===== src/rtl/game_ctrl.sv =====
// Match sequencer for the Pong display pipeline: owns the round reset and
// animate enables for the bars and ball, detects missed balls from the ball
// edge coordinates, keeps both scores and paces serve/point pauses in frames.
module game_ctrl #(
  parameter int unsigned D_WIDTH      = 639,
  parameter int unsigned WIN_SCORE    = 5,
  parameter int unsigned SERVE_FRAMES = 60,
  parameter int unsigned POINT_FRAMES = 90
) (
  input  logic        in_clock,
  input  logic        in_reset,
  input  logic        in_ani_stb,
  input  logic        in_start,
  input  logic [11:0] in_ball_x1,
  input  logic [11:0] in_ball_x2,
  output logic        out_round_reset,
  output logic        out_animate,
  output logic [3:0]  out_score_l,
  output logic [3:0]  out_score_r,
  output logic [2:0]  out_state,
  output logic [1:0]  out_winner
);

  typedef enum logic [2:0] {
    IDLE  = 3'd0,
    SERVE = 3'd1,
    PLAY  = 3'd2,
    POINT = 3'd3,
    OVER  = 3'd4
  } state_t;

  localparam logic [7:0]  SERVE_LAST = 8'(SERVE_FRAMES - 1);
  localparam logic [7:0]  POINT_LAST = 8'(POINT_FRAMES - 1);
  localparam logic [3:0]  WIN        = 4'(WIN_SCORE);
  localparam logic [11:0] RIGHT_EDGE = 12'(D_WIDTH);

  state_t      state_q, state_d;
  logic [7:0]  frameCnt_q, frameCnt_d;
  logic [3:0]  scoreL_q, scoreL_d;
  logic [3:0]  scoreR_q, scoreR_d;
  logic [1:0]  winner_q, winner_d;
  logic        start_q;

  logic        startRise;
  logic        leftMiss;
  logic        rightMiss;

  // A left edge at zero or with bit 11 set means the ball left the screen on
  // the left (the centre-minus-size subtraction wrapped below zero); a right
  // edge with bit 11 set is such a wrapped value, never a right-hand miss.
  always_comb begin
    startRise = in_start & ~start_q;
    leftMiss  = (in_ball_x1 == 12'd0) | in_ball_x1[11];
    rightMiss = (in_ball_x2 >= RIGHT_EDGE) & ~in_ball_x2[11];
  end

  // Next-state, frame counter, score and winner logic for the match sequence.
  always_comb begin
    state_d    = state_q;
    frameCnt_d = frameCnt_q;
    scoreL_d   = scoreL_q;
    scoreR_d   = scoreR_q;
    winner_d   = winner_q;
    case (state_q)
      IDLE: begin
        if (startRise) begin
          state_d    = SERVE;
          frameCnt_d = 8'd0;
          scoreL_d   = 4'd0;
          scoreR_d   = 4'd0;
          winner_d   = 2'd0;
        end
      end
      SERVE: begin
        if (in_ani_stb) begin
          if (frameCnt_q == SERVE_LAST) begin
            state_d    = PLAY;
            frameCnt_d = 8'd0;
          end else begin
            frameCnt_d = frameCnt_q + 8'd1;
          end
        end
      end
      PLAY: begin
        if (in_ani_stb) begin
          if (leftMiss) begin
            scoreR_d   = scoreR_q + 4'd1;
            state_d    = POINT;
            frameCnt_d = 8'd0;
          end else if (rightMiss) begin
            scoreL_d   = scoreL_q + 4'd1;
            state_d    = POINT;
            frameCnt_d = 8'd0;
          end
        end
      end
      POINT: begin
        if (in_ani_stb) begin
          if (frameCnt_q == POINT_LAST) begin
            frameCnt_d = 8'd0;
            if (scoreL_q == WIN) begin
              state_d  = OVER;
              winner_d = 2'd1;
            end else if (scoreR_q == WIN) begin
              state_d  = OVER;
              winner_d = 2'd2;
            end else begin
              state_d  = SERVE;
            end
          end else begin
            frameCnt_d = frameCnt_q + 8'd1;
          end
        end
      end
      OVER: begin
        if (startRise) begin
          state_d    = IDLE;
          winner_d   = 2'd0;
          frameCnt_d = 8'd0;
        end
      end
      default: begin
        state_d    = IDLE;
        frameCnt_d = 8'd0;
      end
    endcase
  end

  // State registers; start_q comes out of reset high so a held button cannot
  // start a match the moment reset releases.
  always_ff @(posedge in_clock) begin
    if (in_reset) begin
      state_q    <= IDLE;
      frameCnt_q <= 8'd0;
      scoreL_q   <= 4'd0;
      scoreR_q   <= 4'd0;
      winner_q   <= 2'd0;
      start_q    <= 1'b1;
    end else begin
      state_q    <= state_d;
      frameCnt_q <= frameCnt_d;
      scoreL_q   <= scoreL_d;
      scoreR_q   <= scoreR_d;
      winner_q   <= winner_d;
      start_q    <= in_start;
    end
  end

  // Outputs decode straight from the registers so they change on the same
  // edge as the state.
  always_comb begin
    out_round_reset = (state_q == IDLE) || (state_q == SERVE);
    out_animate     = (state_q == PLAY);
    out_state       = state_q;
    out_score_l     = scoreL_q;
    out_score_r     = scoreR_q;
    out_winner      = winner_q;
  end

endmodule


===== config.mk =====
export PLATFORM = sky130hd
export DESIGN_NAME = game_ctrl
export DESIGN_NICKNAME = d
export VERILOG_FILES = /design/src/rtl/game_ctrl.sv
export SDC_FILE = /design/constraint.sdc
export NUM_CORES = 1
export LEC_CHECK = 0
export CORE_AREA = 2 2 68 57
export CTS_CLUSTER_DIAMETER = 50
export DETAILED_ROUTE_END_ITERATION = 10
export DIE_AREA = 0 0 70 59
export GPL_TIMING_DRIVEN = 0
export MAX_ROUTING_LAYER = met4
export PLACE_DENSITY = 0.69
export SKIP_LAST_GASP = 1
export SYNTH_ARGS = -nofsm -noshare
export SYNTH_HDL_FRONTEND = slang
export SYNTH_SLANG_ARGS = --single-unit

===== constraint.sdc =====
create_clock -name in_clock -period 2.6 [get_ports in_clock]
set_input_delay 0.52 -clock in_clock [delete_from_list [all_inputs] [get_ports in_clock]]
set_output_delay 0.52 -clock in_clock [all_outputs]
set_load 0.05 [all_outputs]

==> flow_summary.toml <==
[cells_and_area]
fin_area_um2 = 1870
final_util = 0.554
syn_to_final_growth_pct = 41.1
fin_nets = 238
fin_cells = 245
diodes = 0
drive_gt1_frac = 0.0985
fillers = 312

[power_and_ir_drop]
switching_share = 0.377
irDropWorstVdd_mv = 0.327
clkPwrFrac = 0.259
powerDensity_nw_per_um2 = 648
p_int_mw = 0.755
power.net_switching_mw = 0.456
p_seq_frac = 0.314
combPwrFrac = 0.427
p_leak_nw = 0.663

[setup_path]
cp.required_ns = 2.08
reg2reg_to = "frameCnt_q[2]"
worstPathMaxFanout = 10
cp-startpoint = "out_state[1]"
critical_path_class = "register to output pin"
timing.rr.start = "out_state[1]"
rr_worst_depth = 6
arrival_ns = 1.99
start_kind = "register"
worstSetupEndpointType = "output pin"
reg2reg_slack_ns = 0.46

[timing]
skew_ns = 0.00177
slew_violations = 0
hold_violations = 0
period_minus_slack_ns = 2.51
max_slew.worst_pin.slew_ns = 0.557
slew_headroom = 0.625
fin_crit_sh = 0.966
finalSetupViolCount = 0
fmaxAchievable_mhz = 398
worst_slack_ns = 0.0895
rsz0062_at_grt = "false"

[die]
io_pins = 43
fp-row-count = 19
dieArea_um2 = 4130
core_um2 = 3380
start_util = 0.393
fp.dieW_um = 70
die_y_um = 59

[route]
ant_nets = 0
drt-initial-drc-count = 72
vias = 1319
firstDrtPassIters = 4
wl_per_cell_um = 14.7
viasPerCell = 5.38
route.detailed.drc = 0
routed_wl_mm = 3.60

[place]
dp_cells = 241
dpl_cell_area_um2 = 1800
port_buffers = 42
dp_worst_setup_slack_ns = -0.0101
dp_hpwl_mm = 2.88
gp_congestion = 0.789

[clocking]
cts_tree = "built"
cts_setup_buffers = 0
cts_root_buffer = "clkbuf_8"
cts.path.max_buffers = 2
numCtsBuffers = 3
clkSinkCount = 22
cts.htree.levels = 1
cts_resized = 0
insertion_delay_ns = 0.26
hold_buffers = 0
clkTransAtPathRegs_ns = 0.08

[synth]
ys_types = 43
async_flop_share = 0
ys_ff_latch = 22
netlist_area_um2 = 1330
synth_ff_type = "dfxtp_1"
syn_inst = 157
ys_seq_area_frac = 0.332
yosys_warnings = 0
syn_avg_cell_area_um2 = 8.44
synth_fp_nets = 191
synth_edf_count = 0

[grt]
grt_pass1_wl_mm = 5.95
antenna_found_initial = 0
grt_usage = 0.185
grt_pass1_vias = 1329
grt_max_degree = 14
grt_overflow = 0

[hold_path]
hold_class = "register to register"
worstHoldEndpoint = "frameCnt_q[1]"
hold_start = "frameCnt_q[1]"
holdPathStages = 2

[run]
maxCapViolCount = 0

[status]
status = "complete, no violations"
stage by stage:
stage,TNS (ns),power (mW),hold WS [ns]
2_1_floorplan,0,0.728,0.462
3_3_place_gp,0,0.881,0.472
3_5_place_dp,-0.0106,0.902,0.484
4_1_cts,0,1.22,0.498
5_1_grt,0,1.29,0.525
6_report,0,1.21,0.494
per-layer routing:
layer / GRT usage / vias up / share of wire
li1: - / 674 / -
met1: 0.231 / 619 / 0.47
met2: 0.306 / 24 / 0.49
met3: 0.0408 / 2 / 0.036
met4: 0.0522 / 0 / 0.0064
met5: - / - / 0
kinds of logic after synthesis:
| kind of cell | Yosys count | synth area share |
|---|---|---|
| AO/OA/AOI/OAI | 36 | 0.195 |
| XOR/XNOR | 1 | 0.00661 |
| adder cells (fa/ha/maj) | 6 | 0.0567 |
| buffers and inverters | 18 | 0.0538 |
| flip-flops | 22 | 0.332 |
| multiplexers | 6 | 0.0463 |
| AND/OR/NAND/NOR | 68 | 0.309 |
area by class of cell:
type,instances,area [um^2],area share
Tap cell,42,52.6,0.0281
Clock buffer,3,41.3,0.0221
Clock inverter,1,30.0,0.0161
Multi-Input combinational cell,117,813,0.435
Inverter,13,48.8,0.0261
Timing Repair Buffer,42,420,0.225
Buffer,5,22.5,0.0120
Sequential cell,22,440,0.236
cells in the final DEF, fill, tap and decap left out, types with 5 or more instances in the layout:
master,n
nor2_1,14
clkdlybuf4s50_1,42
a21oi_1,12
dfxtp_1,22
inv_1,13
o32ai_1,6
mux2i_1,5
nand2b_1,5
nand3_1,6
or3_1,7
nand2_1,8
ha_1,6
state kept, by name (all words and copies together) (netlist names):
name         flops
out_winner       2
out_score_r      4
out_score_l      4
out_state        3
frameCnt_q       8
start_q          1
cell usage after synthesis (2+ instances only):
cell	number	area, um^2
nand2_1	8	30.0
or2_2	4	25.0
o2111ai_1	2	17.5
o32ai_1	6	52.6
or4_1	2	15.0
and3b_1	2	17.5
nor2b_1	3	18.8
a31oi_1	2	12.5
clkbuf_1	2	7.51
a21oi_1	12	60.1
nand4_1	3	18.8
nor2_1	14	52.6
or4b_1	2	20.0
nand3_1	6	30.0
mux2i_1	5	50.1
nand2b_1	5	31.3
nor3_1	2	10.0
buf_2	3	15.0
nor4_1	3	18.8
or3_1	7	43.8
dfxtp_1	22	440
ha_1	6	75.1
inv_1	13	48.8
o21ai_0	4	20.0
power groups by stage:
stage / logic [mW] / registers [mW] / clock network (mW)
floorplan: 0.285 / 0.443 / 0
detailed placement: 0.514 / 0.388 / 0
global placement: 0.495 / 0.386 / 0
finish: 0.517 / 0.380 / 0.314
global route: 0.559 / 0.386 / 0.342
CTS: 0.517 / 0.380 / 0.322
how the worst max path moves through the flow:
| stage | endpoint | slack [ns] | depth (start not counted) |
|---|---|---|---|
| 6_report | out_animate | 0.09 | 4 |
| 4_1_cts | out_animate | 0.09 | 4 |
| 2_1_floorplan | out_score_l[3] | 0.36 | 7 |
| 5_1_grt | out_animate | 0.01 | 4 |
| 3_5_place_dp | frameCnt_q[7] | -0.01 | 6 |
| 3_3_place_gp | out_state[1] | 0.01 | 6 |
critical path: stages, from the launching register on:
cell,delay [ns]
dfxtp_1,0.35
buf_2,0.22
nand2_1,0.21
inv_1,0.14
clkdlybuf4s50_1,0.81
(Power assumes the default switching activity.)
